`src/rtl/pipe_pkg.sv`:
```
// Shared types and default widths for the pipeline-boundary register.
package pipe_pkg;

   localparam int CTRL_W_DEF = 16;
   localparam int DATA_W_DEF = 160;
   localparam int CNT_W_DEF  = 16;

   typedef enum logic [1:0] {
      ST_EMPTY = 2'd0,
      ST_BUSY  = 2'd1,
      ST_FULL  = 2'd2
   } state_t;

endpackage

```
`src/rtl/pipe_sat_cnt.sv`:
```
// Saturating up-counter with increment enable and asynchronous active-high reset.
module pipe_sat_cnt #(
   parameter int CNT_W = 16
) (
   input  logic             clk,
   input  logic             rst,
   input  logic             inc,
   output logic [CNT_W-1:0] count
);

   always_ff @(posedge clk or posedge rst) begin
      if (rst) begin
         count <= '0;
      end else if (inc && (count != '1)) begin
         count <= count + CNT_W'(1);
      end
   end

endmodule

```
`src/rtl/pipe_stage_reg.sv`:
```
// Pipeline-boundary register: valid/ready handshake, flush, bubble-zeroed control, stall counter.
// Define PIPE_STAGE_SKID_EN for the two-entry skid build with a registered in_ready.
module pipe_stage_reg
   import pipe_pkg::*;
#(
   parameter int CTRL_W = CTRL_W_DEF,
   parameter int DATA_W = DATA_W_DEF,
   parameter int CNT_W  = CNT_W_DEF
) (
   input  logic              clk,
   input  logic              rst,
   input  logic              flush,
   input  logic              in_valid,
   output logic              in_ready,
   input  logic [CTRL_W-1:0] in_ctrl,
   input  logic [DATA_W-1:0] in_data,
   output logic              out_valid,
   input  logic              out_ready,
   output logic [CTRL_W-1:0] out_ctrl,
   output logic [DATA_W-1:0] out_data,
   output logic [CNT_W-1:0]  stall_cnt
);

   // Handshake: a transfer happens on a rising edge where valid and ready are both high.
   state_t state;
   logic   in_fire;
   logic   out_fire;

   assign out_valid = (state != ST_EMPTY);
   assign in_fire   = in_valid & in_ready;
   assign out_fire  = out_valid & out_ready;

`ifdef PIPE_STAGE_SKID_EN
   logic              in_ready_q;
   logic [CTRL_W-1:0] skid_ctrl;
   logic [DATA_W-1:0] skid_data;

   assign in_ready = in_ready_q;

   always_ff @(posedge clk or posedge rst) begin
      if (rst) begin
         state      <= ST_EMPTY;
         in_ready_q <= 1'b1;
         out_ctrl   <= '0;
         out_data   <= '0;
         skid_ctrl  <= '0;
         skid_data  <= '0;
      end else if (flush) begin
         state      <= ST_EMPTY;
         in_ready_q <= 1'b1;
         out_ctrl   <= '0;
      end else begin
         case (state)
            ST_EMPTY: begin
               if (in_fire) begin
                  state    <= ST_BUSY;
                  out_ctrl <= in_ctrl;
                  out_data <= in_data;
               end
            end
            ST_BUSY: begin
               if (in_fire && out_fire) begin
                  out_ctrl <= in_ctrl;
                  out_data <= in_data;
               end else if (in_fire) begin
                  // Downstream stalled: park the new entry so in_ready can drop a cycle late.
                  state      <= ST_FULL;
                  in_ready_q <= 1'b0;
                  skid_ctrl  <= in_ctrl;
                  skid_data  <= in_data;
               end else if (out_fire) begin
                  state    <= ST_EMPTY;
                  out_ctrl <= '0;
               end
            end
            ST_FULL: begin
               if (out_fire) begin
                  state      <= ST_BUSY;
                  in_ready_q <= 1'b1;
                  out_ctrl   <= skid_ctrl;
                  out_data   <= skid_data;
               end
            end
            default: begin
               state      <= ST_EMPTY;
               in_ready_q <= 1'b1;
               out_ctrl   <= '0;
            end
         endcase
      end
   end
`else
   // Without a skid slot, room exists only if the held entry leaves this same cycle.
   assign in_ready = out_ready | ~out_valid;

   always_ff @(posedge clk or posedge rst) begin
      if (rst) begin
         state    <= ST_EMPTY;
         out_ctrl <= '0;
         out_data <= '0;
      end else if (flush) begin
         state    <= ST_EMPTY;
         out_ctrl <= '0;
      end else begin
         case (state)
            ST_EMPTY: begin
               if (in_fire) begin
                  state    <= ST_BUSY;
                  out_ctrl <= in_ctrl;
                  out_data <= in_data;
               end
            end
            ST_BUSY: begin
               if (in_fire) begin
                  out_ctrl <= in_ctrl;
                  out_data <= in_data;
               end else if (out_fire) begin
                  state    <= ST_EMPTY;
                  out_ctrl <= '0;
               end
            end
            default: begin
               state    <= ST_EMPTY;
               out_ctrl <= '0;
            end
         endcase
      end
   end
`endif

   pipe_sat_cnt #(
      .CNT_W (CNT_W)
   ) u_stall_cnt (
      .clk   (clk),
      .rst   (rst),
      .inc   (out_valid & ~out_ready),
      .count (stall_cnt)
   );

endmodule

```
`config.mk`:
```
export PLATFORM = sky130hd
export DESIGN_NAME = pipe_stage_reg
export DESIGN_NICKNAME = d
export VERILOG_FILES = /design/src/rtl/pipe_pkg.sv /design/src/rtl/pipe_sat_cnt.sv /design/src/rtl/pipe_stage_reg.sv
export SDC_FILE = /design/constraint.sdc
export NUM_CORES = 1
export LEC_CHECK = 0
export ABC_AREA = 1
export CAP_MARGIN = 20
export CORE_MARGIN = 8
export CORE_UTILIZATION = 45
export DETAILED_ROUTE_END_ITERATION = 6
export PLACE_DENSITY = 0.92
export SYNTH_ARGS = -nofsm -noshare
export SYNTH_HDL_FRONTEND = slang
export SYNTH_SLANG_ARGS = --single-unit
export TNS_END_PERCENT = 50
```
`constraint.sdc`:
```
create_clock -name clk -period 17.86 [get_ports clk]
set_input_delay 5.358 -clock clk [delete_from_list [all_inputs] [get_ports clk]]
set_output_delay 5.358 -clock clk [all_outputs]
set_load 0.02 [all_outputs]
```
# Word-level counts from Yosys, hierarchy flattened
# Cells that the tools add are included.
# totals
reg_bits,194
input_bits,181
out_inout_bits,194
elab_cells,35
# classes
mux,10
add_sub_neg,1
bitwise_logic,7
n_eq_ne,6
reduce_logical,7
# ops
cell,count
two-way mux 16 bit,4
case mux 16 bit (2 select lines),1
adder 16 x 1 -> 16 bit (second input constant),1
!= test 16 bit (second input constant),1
!= test 3 bit (second input constant),3
two-way mux 2 bit,4
AND reduction 3 bit,2
!= test 4 bit (second input constant),1
case mux 2 bit (2 select lines),1
AND 1 bit,3
NOT 1 bit,3
== test 2 x 1 -> 1 bit (second input constant),1
zero test 2 bit,1
AND reduction 2 bit,1
nonzero test 2 bit,1
OR reduction 2 bit,1
logical AND 1 bit,1
bitwise OR 1 bit,1

# Logic depth before layout (Yosys ltp)
# logic_depth
word_depth,7
mapped_depth,9
mapped_depth_nobuf,9

# By module
# Synthesis repeated with hierarchy kept, for this count alone.
# unflattened
cells_unflattened,924
hier_area_um2,8051.5
# modules_own_cells
mod,n_inst,cells_each,area_per_inst_um2,seq_area_each_um2
pipe_stage_reg,1,774,6981.7,4429.2
pipe_sat_cnt,1,150,1069.8,400.4

# Least setup slack after synthesis
# Ideal clock, no wire load.
# synth_path
path_kind,input to output
startpoint,in out_ready
endpoint,out in_ready
arrival_ns,5.917
n_path_buf,2
required_time_ns,12.502
path_stages,4
path_slack_ns,6.585
cell_sequence,inv_1 -> nand2_1 -> buf_2 -> buf_2
# synth_via
elab_chain_len,1
# synth_lines
element,line_no,text
start: declaration,pipe_stage_reg.sv:18,"input logic out_ready,"
bitwise OR 1 bit,pipe_stage_reg.sv:94,assign in_ready = out_ready | ~out_valid;
end: declaration,pipe_stage_reg.sv:14,"output logic in_ready,"
# No other way between the ends.

# Final worst setup path
# Ends and elaborated chain as after synthesis.

==> metrics <==
outcome finished, final reports clean; DRT antenna net count 0; Worst Path Required approximately 13000 ps; flop-to-flop setup slack 15010 ps; Worst EP arrival around 6900 ps; Tightest Hold Check Type reg2reg; Critical Path Source Type primary input; RSZ-0062 raised after global routing false; Slew headroom around a third; Max Buffers Root-to-Sink 2; DP HPWL between 15000 and 20000 um; Routed WL per cell around 22 um; I/O pin cnt 375; area grow syn2layout 55.1%; leak pwr around 5.6 nW; commonest non-fill, non-tap cells in the layout 374 x clkdlybuf4s50_1, 193 x dfrtp_1, 100 x mux2_4; WHS Path Cells 1; CORE AREA around 18000 um2; # DRC 0; sequential fraction of the synthesis area between 50 and 60%; hold buffer count at cts 0; placer congestion estimate approximately 0.83; Core Rows 49; setup TNS 0 ps; fmax slightly above 80 MHz; total power between 1 and 1.5 mW; Crit. path cell count 5; crit path time final 12260 ps; Synth cell types 23; Sw Pwr roughly 420 uW; PD cells ~110 nW/um2; Top delay family on crit path buffers and inverters; skew final approximately 18 ps; Layout Cells excl Fill 1183; initial core utilization ~45%; Resized cells post-CTS 0; post-synthesis net count 749; mapped cell area 8070 um2; Int Power around 900 uW; antenna violations before repair 3; DP Cell Count around 1200; Worst Tran Pin Value approximately 1000 ps; Die Y between 100 and 150 um; Sw Ratio 31.2%; total track usage 23.4%; Final setup viols 0; VDD IR max 0.0761 mV; power share of the clock group around 28%; yosys warns 0; count of input and output buffers 374; synthesized area per cell between 10 and 15 um2; Yosys reg bits slightly below 200; Fin. Hold Viols 0; CP endpoint kind output port; die area about 22000 um2; Max FO, Critical Path 22; synthesized instance count between 500 and 600; crit-path cells clkdlybuf4s50_1 > inv_1 > nand2_1 > buf_4 > clkdlybuf4s50_1; Synth top area share between 50% and 60%; Die Span X 150 um; post-synth top area cell dfrtp_1; H-tree depth 4; iteration-0 DRC count of the detailed router 329; Area contributors post-synth dfrtp_1 60%, mux2_4 19%, mux2_2 8.4%; first-pass GRT wire length roughly 40000 um; max_cap viols 0; crit-path max cell delay between 600 and 700 ps; Worst path most repeated cell clkdlybuf4s50_1; R2R cell count 5; Combinational Power Share 31.3%; detailed-route vias per instance approximately 5.1; worst setup margin roughly 5600 ps; Flop pwr share between 40% and 50%; CP Class in2out; CTS Buf Count 17; layout cell share with drive strength beyond 1 about a fifth; Remaining Overflow, GRT 0; postcts setup bufs 0; final slew viol count 0; 1st-pass router iterations 4; Bufs and invs on worst path 4; CTS tree yes; CP max-delay cell clkdlybuf4s50_1; DR vias between 5000 and 6000; dpl ws about 5600 ps; clk slew on worst S/H paths 70 ps; final net count about 1100; WL final around 26000 um; clk sinks 193; vias in the first global route about 6600; Tcrit/Tclk final about two thirds; most common cell after layout, fill and taps aside clkdlybuf4s50_1; largest net degree at the start of global routing about 120; Skew-Pair Late Insertion Delay 430 ps; CTS Root Cell clkbuf_16
[metrics by stage]
step / hold WS (ps) / cell area, um2 / utilization (%)
after CTS: 508 / 12500 / 70.4
after floorplan: 603 / 8070 / -
after global routing: 519 / 12500 / 70.4
after global placement: 487 / 12000 / 67.2
after detailed placement: 492 / 12000 / 67.2
final: 505 / 12500 / 70.4
[power by group through the flow]
stage | registers [mW] | clock network [mW] | logic [mW]
2_1_floorplan | 0.639 | 0 | 0.117
3_3_place_gp | 0.555 | 0 | 0.414
3_5_place_dp | 0.561 | 0 | 0.423
4_1_cts | 0.554 | 0.376 | 0.426
5_1_grt | 0.563 | 0.394 | 0.441
6_report | 0.554 | 0.370 | 0.421
[registers in the layout, summed over array words and instances (netlist names)]
| signal | cells |
|---|---|
| out_ctrl | 16 |
| out_data | 160 |
| u_stall_cnt.count | 16 |
| state | 1 |
[metal layers]
metal / vias to the layer above / track usage (%) / wire, um
met1: 2950 / 25.2 / 9310
li1: 2657 / - / -
met2: 326 / 40.5 / 13400
met3: 41 / 10.4 / 3150
met5: - / 0 / 41
met4: 6 / 7.85 / 615
[logic make-up (layout without fill, tap and decap cells)]
group	count (synthesis)	in the layout	share of synthesized area, %
AOI/OAI and AO/OA	24	24	1.53
xor gates and xnor gates	7	7	0.760
adders and majority gates	1	1	0.155
buffers and inverters	53	439	3.75
DFF	193	193	59.8
muxes	160	160	27.0
other	0	1	0
and+or+nand+nor	129	129	6.98
[worst paths after layout]
kind                              start       endpoint
max                           out_ready       in_ready
min                        out_data[19]   out_data[19]
max reg2reg                    state[0]  out_data[114]
min reg2reg                out_data[19]   out_data[19]
max in group asynchronous           rst   out_data[79]
min in group asynchronous           rst   out_data[48]
[synthesized netlist by cell type, drive strengths merged]
library cell and count:
clkbuf 2, and3 1, nor2 24, xor2 1
inv 30, o21ai 22, nand2 71, nand3 24
buf 21, a21oi 2, dfrtp 193, xnor2 6
nand3b 3, ha 1, nand4 6, mux2 160
[layout make-up]
cell class	count	area, um2
sequential	193	4830
clock buffer	19	443
timing repair buffer	377	3770
tap	229	287
multi-input combinational	321	2950
inverter	30	120
clock inverter	13	119
fill	1174	5260
antenna	1	2.50
(Power assumes the default switching activity.)
